### config.mk
export PLATFORM = sky130hd
export DESIGN_NAME = uart_rx_os16
export DESIGN_NICKNAME = d
export VERILOG_FILES = /design/src/rtl/uart_rx_os16.sv
export SDC_FILE = /design/constraint.sdc
export NUM_CORES = 1
export LEC_CHECK = 0
export ABC_AREA = 1
export BUFFER_PORTS_ARGS = -buffer_cell sky130_fd_sc_hd__buf_2
export CAP_MARGIN = 0
export CORE_ASPECT_RATIO = 0.8
export CORE_MARGIN = 5
export CORE_UTILIZATION = 40
export DETAILED_ROUTE_END_ITERATION = 16
export GPL_TIMING_DRIVEN = 0
export MAX_ROUTING_LAYER = met4
export PLACE_DENSITY_LB_ADDON = 0.12
export SLEW_MARGIN = 20
export SYNTH_ARGS = -nofsm -noshare
export SYNTH_HDL_FRONTEND = slang
export SYNTH_SLANG_ARGS = --single-unit
export TNS_END_PERCENT = 1
### constraint.sdc
create_clock -name clk -period 3.2 [get_ports clk]
set_input_delay 0.16 -clock clk [delete_from_list [all_inputs] [get_ports clk]]
set_output_delay 0.16 -clock clk [all_outputs]
set_load 0.005 [all_outputs]
### src/rtl/uart_rx_os16.sv
// UART receiver sampling on a 16x oversample tick: mid-bit start validation,
// LSB-first data, optional parity, stop check, valid/ready output with overrun.
module uart_rx_os16 #(
    parameter int DATA_BITS  = 8,
    parameter bit PARITY_EN  = 1'b0,
    parameter bit PARITY_ODD = 1'b0
) (
    input  logic                 clk,
    input  logic                 reset_n,
    input  logic                 oversample_tick,
    input  logic                 rx,
    input  logic                 rx_ready,
    output logic [DATA_BITS-1:0] rx_data,
    output logic                 rx_valid,
    output logic                 frame_err,
    output logic                 parity_err,
    output logic                 overrun,
    output logic                 busy
);
    localparam int CNT_W = $clog2(DATA_BITS + 1);
    localparam logic [CNT_W-1:0] BIT_LAST = CNT_W'(DATA_BITS - 1);

    typedef enum logic [2:0] {IDLE, START, DATA, PARITY, STOP, BREAK} state_t;

    state_t               state_reg;
    logic                 rx_meta_reg;
    logic                 rx_s_reg;
    logic [3:0]           tick_cnt_reg;
    logic [CNT_W-1:0]     bit_cnt_reg;
    logic [DATA_BITS-1:0] shift_reg;
    logic                 parity_bad_reg;
    logic [DATA_BITS-1:0] rx_data_reg;
    logic                 rx_valid_reg;
    logic                 frame_err_reg;
    logic                 parity_err_reg;
    logic                 overrun_reg;
    logic                 mid_sample;
    logic                 can_load;

    assign mid_sample = oversample_tick && (tick_cnt_reg == 4'd15);
    assign can_load   = !rx_valid_reg || rx_ready;

    // Line idles high, so both synchronizer flops reset to 1 to avoid a false start.
    always_ff @(posedge clk or negedge reset_n) begin
        if (!reset_n) begin
            rx_meta_reg <= 1'b1;
            rx_s_reg    <= 1'b1;
        end else begin
            rx_meta_reg <= rx;
            rx_s_reg    <= rx_meta_reg;
        end
    end

    always_ff @(posedge clk or negedge reset_n) begin
        if (!reset_n) begin
            state_reg      <= IDLE;
            tick_cnt_reg   <= '0;
            bit_cnt_reg    <= '0;
            shift_reg      <= '0;
            parity_bad_reg <= 1'b0;
            rx_data_reg    <= '0;
            rx_valid_reg   <= 1'b0;
            frame_err_reg  <= 1'b0;
            parity_err_reg <= 1'b0;
            overrun_reg    <= 1'b0;
        end else begin
            overrun_reg <= 1'b0;
            if (rx_valid_reg && rx_ready) begin
                rx_valid_reg <= 1'b0;
            end

            case (state_reg)
                IDLE: begin
                    if (!rx_s_reg) begin
                        state_reg    <= START;
                        tick_cnt_reg <= '0;
                    end
                end
                START: begin
                    if (oversample_tick) begin
                        if (tick_cnt_reg == 4'd7) begin
                            if (!rx_s_reg) begin
                                state_reg      <= DATA;
                                tick_cnt_reg   <= '0;
                                bit_cnt_reg    <= '0;
                                parity_bad_reg <= 1'b0;
                            end else begin
                                state_reg <= IDLE;
                            end
                        end else begin
                            tick_cnt_reg <= tick_cnt_reg + 4'd1;
                        end
                    end
                end
                DATA: begin
                    // tick_cnt wraps 15 -> 0, so each later sample is a full bit after the last.
                    if (oversample_tick) begin
                        tick_cnt_reg <= tick_cnt_reg + 4'd1;
                    end
                    if (mid_sample) begin
                        shift_reg   <= {rx_s_reg, shift_reg[DATA_BITS-1:1]};
                        bit_cnt_reg <= bit_cnt_reg + 1'b1;
                        if (bit_cnt_reg == BIT_LAST) begin
                            state_reg <= PARITY_EN ? PARITY : STOP;
                        end
                    end
                end
                PARITY: begin
                    if (oversample_tick) begin
                        tick_cnt_reg <= tick_cnt_reg + 4'd1;
                    end
                    if (mid_sample) begin
                        parity_bad_reg <= ((^shift_reg) ^ rx_s_reg) != PARITY_ODD;
                        state_reg      <= STOP;
                    end
                end
                STOP: begin
                    if (oversample_tick) begin
                        tick_cnt_reg <= tick_cnt_reg + 4'd1;
                    end
                    if (mid_sample) begin
                        if (can_load) begin
                            rx_data_reg    <= shift_reg;
                            frame_err_reg  <= !rx_s_reg;
                            parity_err_reg <= parity_bad_reg;
                            rx_valid_reg   <= 1'b1;
                        end else begin
                            overrun_reg <= 1'b1;
                        end
                        state_reg <= rx_s_reg ? IDLE : BREAK;
                    end
                end
                BREAK: begin
                    if (rx_s_reg) begin
                        state_reg <= IDLE;
                    end
                end
                default: state_reg <= IDLE;
            endcase
        end
    end

    assign rx_data    = rx_data_reg;
    assign rx_valid   = rx_valid_reg;
    assign frame_err  = frame_err_reg;
    assign parity_err = parity_err_reg;
    assign overrun    = overrun_reg;
    assign busy       = (state_reg != IDLE);

endmodule

==> results of run 1 <==
-- worst paths after layout --
check,from,to,slack (ps),cells after the start
min in group asynchronous,reset_n,parity_bad_reg$_DFFE_PN0P_,480,2
max,state_reg[1]$_DFFE_PN0P_,tick_cnt_reg[1]$_DFFE_PN0P_,1490,8
min,rx_ready,overrun$_DFF_PN0_,210,4
max reg2reg,state_reg[1]$_DFFE_PN0P_,tick_cnt_reg[1]$_DFFE_PN0P_,1490,8
max in group asynchronous,reset_n,shift_reg[7]$_DFFE_PN0P_,2250,2
min reg2reg,rx_meta_reg$_DFF_PN1_,rx_s_reg$_DFF_PN1_,360,0
-- cell families (layout without fill, tap and decap cells) --
kind of cell	after synthesis	count (layout)	synth area share, %
simple gates	130	130	31.5
compound gates	32	32	10.3
fa+ha+maj	2	2	1.42
xor+xnor	2	2	0.996
buf+inv	26	53	6.40
mux	1	1	0.853
flops	34	34	48.5
-- critical path: stages, from the launching register on --
cell,delay [ps]
dfrtp_1,410
inv_1,150
nand3_1,180
nand2_1,160
nor2_1,70
o21ai_0,390
nand2_1,120
nand2_1,80
nand2_1,50
-- stage by stage --
step | cells | hold slack (ps) | power [mW] | utilization, %
global route | 311 | 228 | 1.33 | 47.9
floorplan | 227 | -136 | 0.803 | -
finish | 311 | 213 | 1.21 | 47.9
detailed placement | 301 | 266 | 0.897 | 45.3
global placement | 301 | 265 | 0.901 | 45.3
CTS | 311 | 212 | 1.23 | 47.9
-- final cells by class --
cell class / instances / area (um^2)
Buffer: 2 / 22.5
Sequential cell: 34 / 853
Clock buffer: 7 / 86.3
Tap cell: 57 / 71.3
Fill cell: 443 / 2200
Clock inverter: 1 / 5.00
Multi-Input combinational cell: 167 / 793
Inverter: 24 / 90.1
Timing Repair Buffer: 19 / 105
-- metal layers --
metal	vias up	GRT usage, %
met5	-	-
met4	0	2.86
met3	5	5.23
met2	37	16.3
met1	624	19.5
li1	776	-
-- synth_stat cells --
| cell | instances | area, um^2 |
|---|---|---|
| o21ai_0 | 8 | 40.0 |
| dfrtp_1 | 32 | 801 |
| nand3_4 | 1 | 17.5 |
| or2_2 | 1 | 6.26 |
| xor2_1 | 2 | 17.5 |
| nor3_2 | 1 | 10.0 |
| ha_1 | 2 | 25.0 |
| nand2_1 | 91 | 342 |
| nor3_1 | 2 | 10.0 |
| nor3_4 | 1 | 16.3 |
| inv_2 | 1 | 3.75 |
| buf_6 | 2 | 22.5 |
| nand3_1 | 16 | 80.1 |
| o21ai_2 | 4 | 35.0 |
| o21ai_1 | 16 | 80.1 |
| and3_1 | 1 | 6.26 |
| a31oi_1 | 1 | 6.26 |
| mux2_4 | 1 | 15.0 |
| o211ai_1 | 2 | 15.0 |
| nand2_2 | 1 | 6.26 |
| a21oi_1 | 1 | 5.00 |
| nor2_1 | 14 | 52.6 |
| inv_1 | 23 | 86.3 |
| nand3b_1 | 1 | 7.51 |
| dfstp_2 | 2 | 52.6 |
-- power by group --
part | leakage (nW) | total [mW] | switching [mW] | internal (mW)
clock network | 0.0482 | 0.319 | 0.146 | 0.173
logic | 0.550 | 0.370 | 0.248 | 0.122
registers | 0.462 | 0.524 | 0.0531 | 0.471
-- repair_timing --
item,in CTS,in global routing
hold endpoints to repair,33,0
hold buffers,2,0
setup buffers,0,0
==> flow_metrics.py, run 1 <==
metrics = {
    "run_status": {
        "outcome": "finished clean",
    },
    "layout": {
        "fin_area_um2": 2030,
        "area_growth_pct": 15.2,
        "layout_common_cells": "nand2_1, dfrtp_1, inv_1",
        "final_common_cell": "nand2_1",
        "diodes": 0,
        "fin_nets": 260,
        "drive_above_1_share_pct": 15.4,
    },
    "timing": {
        "worst_slack_ps": 1490,
        "slew_headroom_pct": 50.8,
        "worst_pin_slew_ps": 738,
        "slew_violations": 0,
        "fin_skew_ps": 3.11,
        "post-route-min-period_ps": 1710,
        "hold_viol_final": 0,
        "setup_viol": 0,
        "layout_worst_path_cycle_share_pct": 53.5,
        "finalSetupTns_ps": 0,
        "rsz0062_at_grt": "false",
        "fmax_mhz": 585,
    },
    "route": {
        "wl_met1_um": 1930,
        "vias": 1442,
        "drcViolationCount": 0,
        "wirelength_um": 3370,
        "dr.max_layer_used": "met4",
        "wl_met3_um": 248,
        "wl_met2_um": 1170,
        "dr.pass1.iters": 5,
        "postRouteAntennaNets": 0,
        "drt-initial-drc-count": 59,
        "wire_per_inst_um": 10.8,
        "via_per_inst": 4.64,
    },
    "critical_path": {
        "cp.arrival_ps": 1880,
        "required_ps": 3370,
        "crit_type": "flip-flop to flip-flop",
        "worst_setup_path_start_kind": "flip-flop",
        "cp-end-kind": "flip-flop",
        "crit_fanout": 5,
    },
    "yosys": {
        "syn_inst": 227,
        "syn-cell-area_um2": 1760,
        "synth-seq-cells": 34,
        "synth-seq-area-share_pct": 48.5,
        "postSynthAreaPerCell_um2": 7.75,
        "ys.warnings.count": 0,
        "syn_nets": 234,
        "ys_types": 25,
    },
    "global_routing": {
        "grt_max_degree": 35,
        "grt_overflow_total": 0,
        "grt_pass1_vias": 1330,
        "grt_pass1_wl_um": 6030,
        "grtUsageTotal_pct": 13.1,
        "grt_antenna_before_repair": 0,
    },
    "clocking": {
        "clockBufferDepth": 2,
        "htreeDepth": 2,
        "cts_buffers": 5,
        "cts_tree": "built",
        "cts_sinks": 34,
        "clkTransAtPathRegs_ps": 70,
        "cts_root_buffer": "clkbuf_8",
        "clock_latency_ps": 280,
        "cts_resized": 0,
    },
    "pwr": {
        "powerDensity_nw_per_um2": 598,
        "peakVddDrop_mv": 0.279,
        "leakagePower_nw": 1.06,
    },
    "floorplanning": {
        "core-area_um2": 4230,
        "pin_count": 18,
        "die_h_um": 69.3,
        "fp-row-count": 21,
        "die_w_um": 84.1,
        "initial_utilization_pct": 41.6,
        "die_area_um2": 5830,
    },
    "flow_run": {
        "max_cap_violations": 0,
    },
    "placement": {
        "dpl_cell_area_um2": 1920,
        "place_hpwl_um": 2540,
        "place.gp.congestion": 0.815,
        "dpl_worst_slack_ps": 1520,
        "io_buffers": 17,
    },
    "min_path": {
        "hold_path_class": "input port to flip-flop",
    },
}
(Power assumes the default switching activity.)
==> run 2: changes to the inputs <==
==> constraint.sdc (replaced) <==
create_clock -name clk -period 1.37 [get_ports clk]
set_input_delay 0.0685 -clock clk [delete_from_list [all_inputs] [get_ports clk]]
set_output_delay 0.0685 -clock clk [all_outputs]
set_load 0.005 [all_outputs]
==> run 2 against run 1 <==
Against the previous run:
- the run now ends with setup timing left
- register-to-register slack got worse by 1600 ps
- cell count up 3.2%
- core utilization grew 4.8 points
- critical endpoint is now parity_err$_DFFE_PN0P_
- highest routed layer unchanged
==> flow_metrics.py, run 2 (synthesis gave the netlist of run 1 again) <==
metrics = {
    "clocking": {
        "htreeDepth": 2,
        "clockBufferDepth": 2,
        "clkTransAtPathRegs_ps": 70,
        "clock_latency_ps": 280,
        "cts_buffers": 5,
        "cts_sinks": 34,
        "cts_root_buffer": "clkbuf_8",
        "cts_tree": "built",
    },
    "route": {
        "wirelength_um": 3720,
        "dr.pass1.iters": 4,
        "postRouteAntennaNets": 0,
        "via_per_inst": 4.65,
        "vias": 1492,
        "drt-initial-drc-count": 120,
        "wire_per_inst_um": 11.6,
        "drcViolationCount": 0,
    },
    "global_routing": {
        "grt_pass1_vias": 1453,
        "grt_overflow_total": 0,
        "grt_max_degree": 35,
        "grt_pass1_wl_um": 6850,
        "grt_antenna_before_repair": 0,
        "grtUsageTotal_pct": 14.6,
    },
    "timing": {
        "fin_skew_ps": 4.51,
        "worst_slack_ps": -109,
        "worst_pin_slew_ps": 760,
        "layout_worst_path_cycle_share_pct": 108,
        "hold_viol_final": 0,
        "slew_violations": 0,
        "fmax_mhz": 676,
        "post-route-min-period_ps": 1480,
        "hold_slack_ps": 111,
        "rsz0062_at_grt": "true",
        "slew_headroom_pct": 49.3,
        "setup_viol": 27,
        "finalSetupTns_ps": -1170,
    },
    "critical_path": {
        "worst_setup_path_start_kind": "flip-flop",
        "cp-end-kind": "flip-flop",
        "crit_fanout": 5,
        "required_ps": 1540,
        "cp.arrival_ps": 1650,
        "crit_type": "flip-flop to flip-flop",
    },
    "floorplanning": {
        "die_w_um": 84.1,
        "initial_utilization_pct": 41.6,
        "pin_count": 18,
        "fp-row-count": 21,
        "die_area_um2": 5830,
        "core-area_um2": 4230,
        "die_h_um": 69.3,
    },
    "layout": {
        "layout_common_cells": "nand2_1, dfrtp_1, o21ai_1, buf_2, inv_1",
        "stdcell_count": 321,
        "fin_area_um2": 2230,
        "final_util_pct": 52.7,
        "fin_nets": 270,
        "area_growth_pct": 26.8,
        "diodes": 0,
        "final_common_cell": "nand2_1",
        "drive_above_1_share_pct": 30.7,
    },
    "flow_run": {
        "max_cap_violations": 0,
    },
    "placement": {
        "io_buffers": 17,
        "dpl_worst_slack_ps": -313,
        "place.gp.congestion": 0.806,
        "dpl_cell_area_um2": 1920,
        "place_hpwl_um": 2600,
        "dp.cells": 301,
    },
    "run_status": {
        "outcome": "finished with violations",
        "violations": "setup timing",
    },
    "min_path": {
        "hold_path_class": "input port to flip-flop",
    },
    "pwr": {
        "peakVddDrop_mv": 0.641,
        "powerDensity_nw_per_um2": 1470,
        "p_total_mw": 3.29,
        "leakagePower_nw": 1.15,
    },
}
## run 2: path summary, 6_finish.rpt
kind / depth (start not counted) / to / slack, ps / start
max reg2reg: 6 / parity_err$_DFFE_PN0P_ / -110 / tick_cnt_reg[1]$_DFFE_PN0P_
min reg2reg: 0 / rx_s_reg$_DFF_PN1_ / 360 / rx_meta_reg$_DFF_PN1_
max in group asynchronous: 2 / state_reg[0]$_DFFE_PN0P_ / 450 / reset_n
min: 4 / overrun$_DFF_PN0_ / 110 / rx_ready
max: 6 / parity_err$_DFFE_PN0P_ / -110 / tick_cnt_reg[1]$_DFFE_PN0P_
min in group asynchronous: 2 / bit_cnt_reg[1]$_DFFE_PN0P_ / 390 / reset_n
## run 2: area by class of cell
cell class | instances | area [um^2]
plain buffers | 2 | 22.5
clock buffers | 5 | 68.8
clock inverters | 3 | 40.0
fillers | 433 | 2000
inverters | 24 | 90.1
multi-input cells | 167 | 886
flip-flops and latches | 34 | 857
well taps | 57 | 71.3
repair buffers | 29 | 195
## run 2: critical path, cell delays in order, from the launching register on
cell and delay [ps]:
dfrtp_1 410, ha_4 170, nand2_4 70, nor3_4 150, buf_6 160, nand3_4 100
mux2_4 310
## run 2: repair_timing
item	CTS	global route
setup buffers	5	4
endpoints found under the setup margin	31	31
resized for setup	21	23
hold buffers	2	0
pin swaps	4	7
endpoints found under the hold margin	33	0
gates cloned	1	0
## run 2: per-layer routing
| layer | GRT usage, % | routed length (um) | vias up |
|---|---|---|---|
| met4 | 3.57 | 10 | 0 |
| met1 | 21.2 | 2040 | 663 |
| met5 | - | 0 | - |
| li1 | - | - | 799 |
| met2 | 19.7 | 1480 | 28 |
| met3 | 4.51 | 195 | 2 |
## run 2: report_power, final
| part | total [mW] | internal, mW | switching (mW) |
|---|---|---|---|
| Combinational | 1.12 | 0.433 | 0.691 |
| Sequential | 1.27 | 1.11 | 0.164 |
| Clock | 0.895 | 0.535 | 0.360 |
| Total | 3.29 | 2.08 | 1.21 |
